==> config.mk <==
export PLATFORM = sky130hd
export DESIGN_NAME = midori_sbox_sched
export DESIGN_NICKNAME = d
export VERILOG_FILES = /design/src/rtl/midori_sbox_sched_pkg.sv /design/src/rtl/midori_sbox_sched_share_nibble_rf.sv /design/src/rtl/midori_sbox_sched.sv
export SDC_FILE = /design/constraint.sdc
export NUM_CORES = 1
export LEC_CHECK = 0
export ABC_AREA = 1
export CORE_AREA = 2 2 221 223
export CTS_BUF_LIST = sky130_fd_sc_hd__clkbuf_2
export CTS_CLUSTER_SIZE = 16
export DETAILED_ROUTE_END_ITERATION = 10
export DIE_AREA = 0 0 223 225
export GPL_TIMING_DRIVEN = 1
export SYNTH_ARGS = -nofsm -noshare
export SYNTH_HDL_FRONTEND = slang
export SYNTH_SLANG_ARGS = --single-unit
==> constraint.sdc <==
create_clock -name clk -period 2.2 [get_ports clk]
set_input_delay 0.55 -clock clk [delete_from_list [all_inputs] [get_ports clk]]
set_output_delay 0.55 -clock clk [all_outputs]
set_load 0.02 [all_outputs]
==> src/rtl/midori_sbox_sched_pkg.sv <==
// Shared types and constants for the Midori masked S-box scheduler.
package midori_sbox_sched_pkg;

    localparam int NIB_N        = 16;
    localparam int NIB_W        = 4;
    localparam int SBOX_LAT_DEF = 3;
    localparam int RND_W_DEF    = 72;

    localparam logic [NIB_W-1:0] NIB_LAST = NIB_W'(NIB_N - 1);

    typedef enum logic [1:0] {
        ST_IDLE  = 2'd0,
        ST_RUN   = 2'd1,
        ST_DRAIN = 2'd2,
        ST_DONE  = 2'd3
    } state_t;

endpackage

==> src/rtl/midori_sbox_sched_share_nibble_rf.sv <==
// One 64-bit share register with a nibble read port, a nibble write port,
// parallel load and synchronous clear.
module share_nibble_rf
    import midori_sbox_sched_pkg::*;
(
    input  logic                   clk,
    input  logic                   rst_n,
    input  logic                   load,
    input  logic [NIB_N*NIB_W-1:0] load_data,
    input  logic                   clr,
    input  logic [NIB_W-1:0]       rd_idx,
    output logic [NIB_W-1:0]       rd_data,
    input  logic                   wr_en,
    input  logic [NIB_W-1:0]       wr_idx,
    input  logic [NIB_W-1:0]       wr_data,
    output logic [NIB_N*NIB_W-1:0] q
);

    // NOTE: this register array is reset because a mid-operation reset must
    // not leave masked state behind; plain storage arrays normally are not.
    always_ff @(posedge clk or negedge rst_n) begin
        if (!rst_n) begin
            q <= '0;
        end else if (load) begin
            q <= load_data;
        end else if (clr) begin
            q <= '0;
        end else if (wr_en) begin
            q[wr_idx*NIB_W +: NIB_W] <= wr_data;
        end
    end

    assign rd_data = q[rd_idx*NIB_W +: NIB_W];

endmodule

==> src/rtl/midori_sbox_sched.sv <==
// Serial scheduler feeding a 3-share Midori state through one pipelined masked
// S-box, one nibble per cycle. Define MIDORI_SCHED_CLR_EN to wipe the share
// registers after the result has been handed off.
module midori_sbox_sched
    import midori_sbox_sched_pkg::*;
#(
    parameter int SBOX_LAT = SBOX_LAT_DEF,
    parameter int RND_W    = RND_W_DEF
) (
    input  logic             clk,
    input  logic             rst_n,
    input  logic             in_valid,
    output logic             in_ready,
    input  logic [63:0]      in_s1,
    input  logic [63:0]      in_s2,
    input  logic [63:0]      in_s3,
    input  logic             rnd_valid,
    output logic             rnd_ready,
    input  logic [RND_W-1:0] rnd,
    output logic [3:0]       sb_in1,
    output logic [3:0]       sb_in2,
    output logic [3:0]       sb_in3,
    output logic [RND_W-1:0] sb_rnd,
    input  logic [3:0]       sb_out1,
    input  logic [3:0]       sb_out2,
    input  logic [3:0]       sb_out3,
    output logic             out_valid,
    input  logic             out_ready,
    output logic [63:0]      out_s1,
    output logic [63:0]      out_s2,
    output logic [63:0]      out_s3
);

    state_t              state, state_nxt;
    logic [NIB_W-1:0]    ic, rc;
    logic [SBOX_LAT-1:0] vld_sr;
    logic                load, issue, wb, clr;
    logic [NIB_W-1:0]    rd1, rd2, rd3;

    assign issue = rnd_ready && rnd_valid;
    assign wb    = vld_sr[SBOX_LAT-1];

`ifdef MIDORI_SCHED_CLR_EN
    assign clr = out_valid && out_ready;
`else
    assign clr = 1'b0;
`endif

    // NOTE: every output of this block gets a default before the case, so no
    // path leaves a signal unassigned and no latch is inferred.
    always_comb begin
        state_nxt = state;
        in_ready  = 1'b0;
        rnd_ready = 1'b0;
        out_valid = 1'b0;
        load      = 1'b0;
        case (state)
            ST_IDLE: begin
                in_ready = 1'b1;
                if (in_valid) begin
                    load      = 1'b1;
                    state_nxt = ST_RUN;
                end
            end
            ST_RUN: begin
                rnd_ready = 1'b1;
                if (rnd_valid && ic == NIB_LAST) state_nxt = ST_DRAIN;
            end
            ST_DRAIN: begin
                if (wb && rc == NIB_LAST) state_nxt = ST_DONE;
            end
            ST_DONE: begin
                out_valid = 1'b1;
                if (out_ready) state_nxt = ST_IDLE;
            end
            default: state_nxt = ST_IDLE;
        endcase
    end

    // NOTE: sequential state uses non-blocking assignments so every register
    // samples the pre-edge values, independent of statement order.
    always_ff @(posedge clk or negedge rst_n) begin
        if (!rst_n) begin
            state  <= ST_IDLE;
            ic     <= '0;
            rc     <= '0;
            vld_sr <= '0;
        end else begin
            state  <= state_nxt;
            vld_sr <= SBOX_LAT'({vld_sr, issue});
            if (load) begin
                ic <= '0;
                rc <= '0;
            end else begin
                if (issue) ic <= ic + 1'b1;
                if (wb)    rc <= rc + 1'b1;
            end
        end
    end

    // Each share has its own register and mux; shares never meet in here.
    share_nibble_rf u_rf1 (
        .clk(clk), .rst_n(rst_n), .load(load), .load_data(in_s1), .clr(clr),
        .rd_idx(ic), .rd_data(rd1), .wr_en(wb), .wr_idx(rc), .wr_data(sb_out1),
        .q(out_s1)
    );
    share_nibble_rf u_rf2 (
        .clk(clk), .rst_n(rst_n), .load(load), .load_data(in_s2), .clr(clr),
        .rd_idx(ic), .rd_data(rd2), .wr_en(wb), .wr_idx(rc), .wr_data(sb_out2),
        .q(out_s2)
    );
    share_nibble_rf u_rf3 (
        .clk(clk), .rst_n(rst_n), .load(load), .load_data(in_s3), .clr(clr),
        .rd_idx(ic), .rd_data(rd3), .wr_en(wb), .wr_idx(rc), .wr_data(sb_out3),
        .q(out_s3)
    );

    assign sb_in1 = issue ? rd1 : '0;
    assign sb_in2 = issue ? rd2 : '0;
    assign sb_in3 = issue ? rd3 : '0;
    assign sb_rnd = issue ? rnd : '0;

endmodule

## Word level (Yosys, flattened, before mapping)

Cells that the tools add are included.

| word-level totals | value |
|---|---|
| register bits | 205 |
| input bits | 281 |
| logic and storage cells | 60 |

| cells by class | value |
|---|---|
| add/sub/neg operators | 3 |
| eq/ne operators | 9 |
| shifts and indexed selects | 7 |
| multiplexer cells | 27 |
| reduce and logical (&&, ||, !) cells | 7 |

Operator list:

| kind | number |
|---|---|
| $mux 64 | 6 |
| $bwmux 64 | 3 |
| $shiftx 4x34->64 | 3 |
| $shiftx 64x7->4 | 3 |
| $mux 72 | 1 |
| $shift 4x34->64 const A | 1 |
| $neg 6->34 | 1 |
| $mux 4 | 7 |
| $add 4x1->4 const B | 2 |
| $eq 4x4->1 const B | 2 |
| $mux 2 | 4 |
| $ne 2x2->1 const B | 4 |
| $pmux 2 s4 | 1 |
| $mux 1 | 5 |
| $eq 2x2->1 const B | 2 |
| $reduce_and 4->1 | 1 |
| $reduce_bool 2->1 | 2 |
| $logic_and 1x1->1 | 3 |
| $eq 2x1->1 const B | 1 |
| $logic_not 2->1 | 1 |

## Longest topological paths before layout

| depth | value |
|---|---|
| word-level depth | 5 |
| gate-level depth with buffers | 15 |

## By module

A second synthesis with hierarchy kept.

| unflattened totals | value |
|---|---|
| cell total of the unflattened synthesis | 2303 |
| area, all modules | 14906.8 um^2 |

By module, submodules not included:

| module | times used | cells an instance | area an instance (um^2) | sequential area each (um^2) |
|---|---|---|---|---|
| share_nibble_rf (u_rf3) | 1 | 739 | 4648.2 | 1601.5 |
| share_nibble_rf (u_rf2) | 1 | 653 | 4476.8 | 1601.5 |
| share_nibble_rf (u_rf1) | 1 | 656 | 4440.5 | 1601.5 |
| midori_sbox_sched | 1 | 255 | 1341.3 | 325.3 |

## Worst setup path before layout

OpenSTA, ideal clock, no wires.

| path | value |
|---|---|
| path kind | register to output |
| start point | register ic[0] |
| end point | output sb_in1[3] |
| arrival time | 1.676 ns |
| data required time | 1.650 ns |
| path slack | -0.026 ns |
| cell stages (with the launch flop) | 8 |
| cells stage by stage | dfrtp_1 > inv_1 > clkbuf_1 > clkbuf_1 > nor2_1 > o211ai_1 > nand3_1 > a21oi_1 |

| on the way | value |
|---|---|
| cells in the longest elaborated chain, start to end | 2 |

Ends and longest elaborated chain:

| what | RTL line | RTL |
|---|---|---|
| start, declared | midori_sbox_sched.sv:35 | `logic [NIB_W-1:0] ic, rc;` |
| start signal, assigned | midori_sbox_sched.sv:95 | `if (issue) ic <= ic + 1'b1;` |
| $shiftx 64x7->4 | midori_sbox_sched_share_nibble_rf.sv:33 | `assign rd_data = q[rd_idx*NIB_W +: NIB_W];` |
| $mux 4 | midori_sbox_sched.sv:118 | `assign sb_in1 = issue ? rd1 : '0;` |
| end, declared | midori_sbox_sched.sv:20 | `output logic [3:0] sb_in1,` |

No other way between the ends.

## Final worst setup path

| path | value |
|---|---|
| start point | register ic[0] |
| end point | output sb_in3[1] |

| on the way | value |
|---|---|
| cells in the longest elaborated chain, start to end | 2 |

Ends and longest elaborated chain:

| what | RTL line | RTL |
|---|---|---|
| $shiftx 64x7->4 | midori_sbox_sched_share_nibble_rf.sv:33 |  |
| $mux 4 | midori_sbox_sched.sv:120 | `assign sb_in3 = issue ? rd3 : '0;` |
| end, declared | midori_sbox_sched.sv:22 | `output logic [3:0] sb_in3,` |

No other way between the ends.

==> flow_metrics.py <==
metrics = {
    "placed_design": {
        "post-place-ws_ns": -0.538,
        "portBuffers": 559,
        "gp_congestion": 0.969,
        "dp_hpwl_um": 75500,
        "post_dp_cell_area_sq_um": 22400,
    },
    "synthesis": {
        "seq_area_frac_synth": 0.378,
        "yosysWarnings": 0,
        "synth_top_area_frac": 0.378,
        "synthesis.instances": 2086,
        "syn_area_sq_um": 13600,
        "synth_edf_count": 0,
        "ys.flop_type": "dfrtp_1",
        "async_flop_share": 1.00,
        "ys_ff_latch": 205,
        "synth_cell_types": 37,
        "syn_avg_cell_area_sq_um": 6.50,
        "yosys-top-cells-area": "dfrtp_1, nand2_1, nand3_1",
        "yosys.area.top_type": "dfrtp_1",
        "synth_nets": 2375,
    },
    "setup_path": {
        "reg2reg_to": "u_rf2.q[4]",
        "crit_buf_inv": 5,
        "cp_max_fo": 6,
        "path_cells": "buf_6, buf_6, buf_6, a21oi_2, buf_4, o21ai_2, o211ai_1, nand3_1, a21oi_2, buf_6",
        "crit_type": "reg -> out",
        "crit_path_start_kind": "flop",
        "r2r_start": "rc[1]",
        "reg2reg_depth": 12,
        "required_ns": 1.65,
        "max_stage_delay_ns": 0.50,
        "critPathTopFamily": "buffers and inverters",
        "rrSetupSlack_ns": 0.06,
        "critPathMostFrequentCell": "buf_6",
        "worstSetupEndpointType": "primary output",
        "slowest_stage": "dfrtp_2",
        "arrival_ns": 2.88,
    },
    "run_status": {
        "status": "finished, violations left",
        "violations": "negative setup slack",
    },
    "clock_tree": {
        "tritoncts": "built",
        "cts.sinks": 205,
        "cts-root-buf": "clkbuf_2",
        "max-clock-path-buffers": 3,
        "clkTransAtPathRegs_ns": 0.13,
        "htree_levels": 2,
        "clk_latency_ns": 1.07,
        "numCtsBuffers": 60,
    },
    "power": {
        "power_w": 0.0364,
        "leakage_nw": 12.7,
        "powerDensity_nw_per_um2": 1390,
        "vdd_ir_drop_max_mv": 0.771,
    },
    "sta": {
        "finalCriticalPeriod_ns": 3.43,
        "fin_skew_ns": 0.0421,
        "hold_viol": 0,
        "rsz0062_at_grt": "true",
        "slew_headroom": 0.654,
        "clock.fmax_mhz": 292,
        "setup_violations": 270,
        "drv_slew": 0,
        "worst_hold_slack_ns": 0.107,
        "worst_pin_slew_ns": 0.518,
        "setup_ws_ns": -1.23,
        "fin_crit_sh": 1.56,
    },
    "worst_hold_path": {
        "min_from": "in_s1[32]",
        "hold_class": "in -> reg",
        "worstHoldPathCells": 3,
        "min_to": "u_rf1.q[32]",
    },
    "cells_and_area": {
        "finish.utilization": 0.551,
        "layout.nets": 3357,
        "area_delta_synth_final_pct": 93.0,
        "final_area_sq_um": 26200,
        "drive_gt1_frac": 0.359,
        "final_common_cell": "nand2_1",
        "multi_input_area_sq_um": 8060,
        "final_cell_mix": "nand2_1, buf_6, nand3_1, clkdlybuf4s50_1, buf_4",
        "register_area_sq_um": 5240,
        "fillers": 4644,
    },
    "global_routing": {
        "grt_overflow": 0,
        "grt_pass1_vias": 19300,
        "antenna_found_initial": 9,
        "grt_pass1_wl_um": 132000,
        "grt_start_max_net_pins": 83,
        "grt_usage": 0.365,
    },
    "die": {
        "core_sq_um": 47500,
        "ios": 560,
        "die_w_um": 223,
        "dieArea_sq_um": 50200,
        "initial_core_util": 0.285,
        "rows": 80,
        "die_h_um": 225,
    },
    "flow_run": {
        "max_cap_viol_count": 0,
    },
    "route": {
        "vias_per_cell": 5.22,
        "firstDrtPassIters": 6,
        "wl_per_cell_um": 25.5,
        "drt_iter0_markers": 1875,
        "num_vias": 19500,
        "ant_nets": 0,
        "wirelength_um": 95100,
        "drc": 0,
    },
}
==> worst min-delay path, cell delays in order <==
cell	delay, ns
clkdlybuf4s50_1	0.39
nand2_1	0.09
nand3_1	0.08
==> repair_timing <==
action | in CTS | in global routing
endpoints found under the setup margin | 304 | 406
gates resized for setup | 1941 | 278
pin swaps | 16 | 34
hold endpoints to repair | 234 | 0
cloned | 7 | 5
hold buffers | 31 | 0
setup buffers | 92 | 91
==> Yosys cell counts (2+ instances only) <==
cell / number
nand2_1: 678
nand3_1: 331
nor2_1: 258
dfrtp_1: 205
o21ai_0: 162
inv_1: 106
clkbuf_1: 79
o211ai_1: 47
buf_2: 36
nor3_1: 34
a21oi_1: 24
buf_1: 22
buf_4: 14
inv_2: 12
nor2_2: 12
nand2_2: 11
ha_1: 8
nand4_1: 8
nand3_2: 6
nor2_4: 5
nor2_8: 4
nor4_1: 4
clkinv_1: 3
inv_4: 2
nand4_4: 2
o21ai_1: 2
==> area by class of cell <==
type | count | share of cell area
Clock buffer | 84 | 0.0161
Tap cell | 615 | 0.0294
Inverter | 123 | 0.0183
Timing Repair Buffer | 1072 | 0.423
Multi-Input combinational cell | 1606 | 0.308
Sequential cell | 205 | 0.200
Clock inverter | 25 | 0.00483
Antenna cell | 2 | 0.000191
==> per-layer routing <==
metal	GRT usage	routed length, um	up-vias
met2	0.608	44100	1095
met5	0	40	-
li1	-	-	8776
met3	0.0608	7800	231
met4	0.170	5200	6
met1	0.463	38000	9361
==> worst max-delay path by stage <==
stage / depth (start not counted) / to / start
3_5_place_dp: 5 / sb_in3[2] / rnd_valid
3_3_place_gp: 5 / sb_in3[2] / rnd_valid
4_1_cts: 10 / sb_in3[1] / ic[0]
6_report: 10 / sb_in3[1] / ic[0]
2_1_floorplan: 6 / sb_rnd[31] / state[1]
5_1_grt: 9 / sb_in2[1] / ic[0]
==> kinds of logic (layout without fill, tap and decap cells) <==
group | after synthesis | after routing | synth area share
other | 0 | 2 | 0
flip-flops | 205 | 205 | 0.378
AO/OA/AOI/OAI | 241 | 241 | 0.0988
buffers and inverters | 275 | 1304 | 0.0842
adder cells (fa/ha/maj) | 8 | 8 | 0.00738
AND/OR/NAND/NOR | 1357 | 1357 | 0.432
==> sequential cells by signal, summed over array words and instances (netlist names) <==
register / count
rc: 4
u_rf1.q: 64
state: 2
ic: 4
u_rf2.q: 64
u_rf3.q: 64
vld_sr: 3
==> power breakdown <==
part | total, W | internal, W | switching (W) | leakage (nW)
logic | 0.0255 | 0.0116 | 0.0139 | 9.77
clock network | 0.00311 | 0.00116 | 0.00194 | 0.407
registers | 0.00777 | 0.00534 | 0.00243 | 2.57
==> stage by stage <==
stage / instances / TNS (ns)
6_report: 3732 / -93.24
2_1_floorplan: 2086 / -0.854
3_3_place_gp: 3475 / -37.96
4_1_cts: 3689 / -121.75
3_5_place_dp: 3475 / -41.04
5_1_grt: 3732 / -110.07
Power figures use the tool's default switching activity.
==> edit, RTL diff (config.mk and constraints unchanged) <==
Set the package constant `SBOX_LAT_DEF` to 6 (it was 3).
--- a/src/rtl/midori_sbox_sched_pkg.sv
+++ b/src/rtl/midori_sbox_sched_pkg.sv
@@ -3,7 +3,7 @@
 
     localparam int NIB_N        = 16;
     localparam int NIB_W        = 4;
-    localparam int SBOX_LAT_DEF = 3;
+    localparam int SBOX_LAT_DEF = 6;
     localparam int RND_W_DEF    = 72;
 
     localparam logic [NIB_W-1:0] NIB_LAST = NIB_W'(NIB_N - 1);
Function: not settled (the Yosys comparison gave no result); the edit may change what the design does.
==> edit against the original RTL <==
The run still ends with setup timing left. Synthesized cell count rose by 1.8%. Wire length up 4.2%. First-iteration DRC count grew 9.7%. Via count grew 3.7%. Sequential power fell by 2%. Final area grew 4.3%. Setup slack got worse by 100 ps. Critical path type unchanged. Non-clock buffer count up 48. Area after synthesis down 0.42%. Sequential cell count grew 3. Power increased by 1.9%. Clock power increased by 1%.
==> edit: results (changes against the original RTL) <==
Run status = finished with violations
Violations in the final reports = setup timing
Data arrival at the endpoint of the critical path = 2980 ps (+100 ps)
Total routed wirelength = 99000 microns (+4.2%)
Number of setup violations in the final report = 315 (+17%)
Proportion of layout cells with a drive suffix above 1 = 36.8% (+0.90 points)
Launch instance of the worst register-to-register path = state[0]
Peak supply drop = 597 uV (-23%)
NumNets Final = 3441 (+2.5%)
Latest clock arrival within the worst-skew pair = 1140 ps (+70 ps)
Portion of the post-synthesis area used by sequential elements = 38.5% (+0.71 points)
Worst rel slew slack = 61.7% (-3.8 points)
Synth cell types = 30 (-19%)
Lkg Pwr = 13.2 nW (+3.9%)
Clock edge transition at the registers on the reported setup and hold paths = 110 ps (-20 ps)
Antenna violations before repair = 8 (-1)
Final estimated routing congestion in global placement = 0.999 (+3.1%)
Top fanout value on the critical path = 5 (-1)
Root cell of the clock tree = sky130_fd_sc_hd__clkbuf_2
Main flop type after synthesis = sky130_fd_sc_hd__dfrtp_1
Switching power total = 18.4 mW (+0.47%)
Path depth of the worst reg2reg path = 16 (+4)
Wire length of the first global-routing pass = 134000 microns (+1.1%)
Post-detailed-route wirelength per cell = 25.9 microns (+1.6%)
Final sum of negative setup slack = -113630 ps (-20390 ps)
Hold_sp = in_s2[33]
Maximum number of buffers from clock root to sink = 3 (unchanged)
Iter 0 DRT Violations = 2056 (+9.7%)
Maximum number of pins on one net before global-route repair = 79 (-4.8%)
Hold violation total from the final report = 0 (unchanged)
Pre-CTS setup slack = -704 ps (-165 ps)
Worst Skew = 134 ps (+91.4 ps)
Layout filler cell count = 4426 (-4.7%)
Worst setup margin = -1330 ps (-102 ps)
Placed Instances = 3478 (+0.086%)
Most used standard cells in the synthesized netlist = 732 x sky130_fd_sc_hd__nand2_1, 293 x sky130_fd_sc_hd__nor2_1, 288 x sky130_fd_sc_hd__nand3_1
Total half-perimeter wirelength after legalization and detailed placement = 74100 microns (-1.9%)
Largest cells by area after synthesis = sky130_fd_sc_hd__dfrtp_1 39%, sky130_fd_sc_hd__nand2_1 20%, sky130_fd_sc_hd__nand3_1 11%, sky130_fd_sc_hd__nor2_1 8.1%, sky130_fd_sc_hd__o21ai_0 6.4%
Nets in the synthesized netlist = 2413 (+1.6%)
Instance count of the mapped netlist = 2124 (+1.8%)
Via count = 20200 (+3.7%)
Combined global-route utilization of all metal layers = 36.8% (+0.30 points)
Clock buffers created by TritonCTS = 61 (+1.7%)
edit: critical path: stages (launching register included):
cell                       delay (ps)
sky130_fd_sc_hd__dfrtp_2          490
sky130_fd_sc_hd__clkinv_4         110
sky130_fd_sc_hd__buf_12           120
sky130_fd_sc_hd__buf_6             90
sky130_fd_sc_hd__buf_6            100
sky130_fd_sc_hd__nor2_2            30
sky130_fd_sc_hd__o211ai_1         360
sky130_fd_sc_hd__o211ai_1         220
sky130_fd_sc_hd__a21oi_4          240
sky130_fd_sc_hd__buf_6            150
edit: power groups by stage:
stage | sequential, mW | combinational (mW) | clock (mW)
2_1_floorplan | 7.74 | 7.40 | 0
3_5_place_dp | 7.40 | 19.6 | 0
5_1_grt | 7.56 | 27.6 | 3.37
4_1_cts | 7.44 | 23.4 | 3.18
6_report | 7.60 | 26.3 | 3.15
3_3_place_gp | 7.44 | 19.5 | 0
edit: cells by family (layout without fill, tap and decap cells):
family / count (synthesis) / in the layout / share of synthesized area [%]
adder cells (fa/ha/maj): 8 / 8 / 0.741
buffers and inverters: 280 / 1361 / 8.18
XOR/XNOR: 1 / 1 / 0.204
other: 0 / 6 / 0
AND/OR/NAND/NOR: 1378 / 1378 / 42.0
flip-flops: 208 / 208 / 38.5
AO/OA/AOI/OAI: 249 / 249 / 10.4
edit: routing by layer:
metal,global-route usage [%],vias to the layer above,wire (microns)
li1,-,8966,-
met1,43.8,9674,37100
met2,60.2,1248,45500
met3,8.12,290,9140
met4,23.7,2,7260
met5,0,-,15
edit: repair_timing:
item | 4_1_cts | 5_1_grt
endpoints found under the hold margin | 239 | 0
cloned | 11 | 11
gates resized for setup | 1891 | 354
endpoints found under the setup margin | 314 | 472
pin swaps | 23 | 51
hold buffers | 33 | 0
setup buffers | 142 | 100
edit: layout make-up:
class / instances / area share [%]
multi-input cells: 1636 / 29.9
repair buffers: 1120 / 43.9
clock buffers: 89 / 1.63
diodes: 6 / 0.0550
flip-flops and latches: 208 / 19.5
well taps: 615 / 2.82
clock inverters: 27 / 0.403
inverters: 125 / 1.80
edit: path summary, 6_finish.rpt:
path | to | slack [ps]
setup / recovery | sb_in1[2] | -1330
hold / removal | u_rf2.q[33] | 60
setup reg to reg | u_rf1.q[22] | -60
hold reg to reg | vld_sr[1] | 320
max in group asynchronous | u_rf1.q[41] | 1760
min in group asynchronous | rc[2] | 70
edit: metrics by stage:
step	area, sq um	utilization, %	hold slack (ps)	total power [mW]
after floorplan	13600	-	254	15.1
after global placement	22100	46.6	332	26.9
after detailed placement	22100	46.6	336	27.0
after CTS	25700	54.1	6.53	34.0
after global routing	27300	57.4	63.3	38.5
final	27300	57.5	55.7	37.1
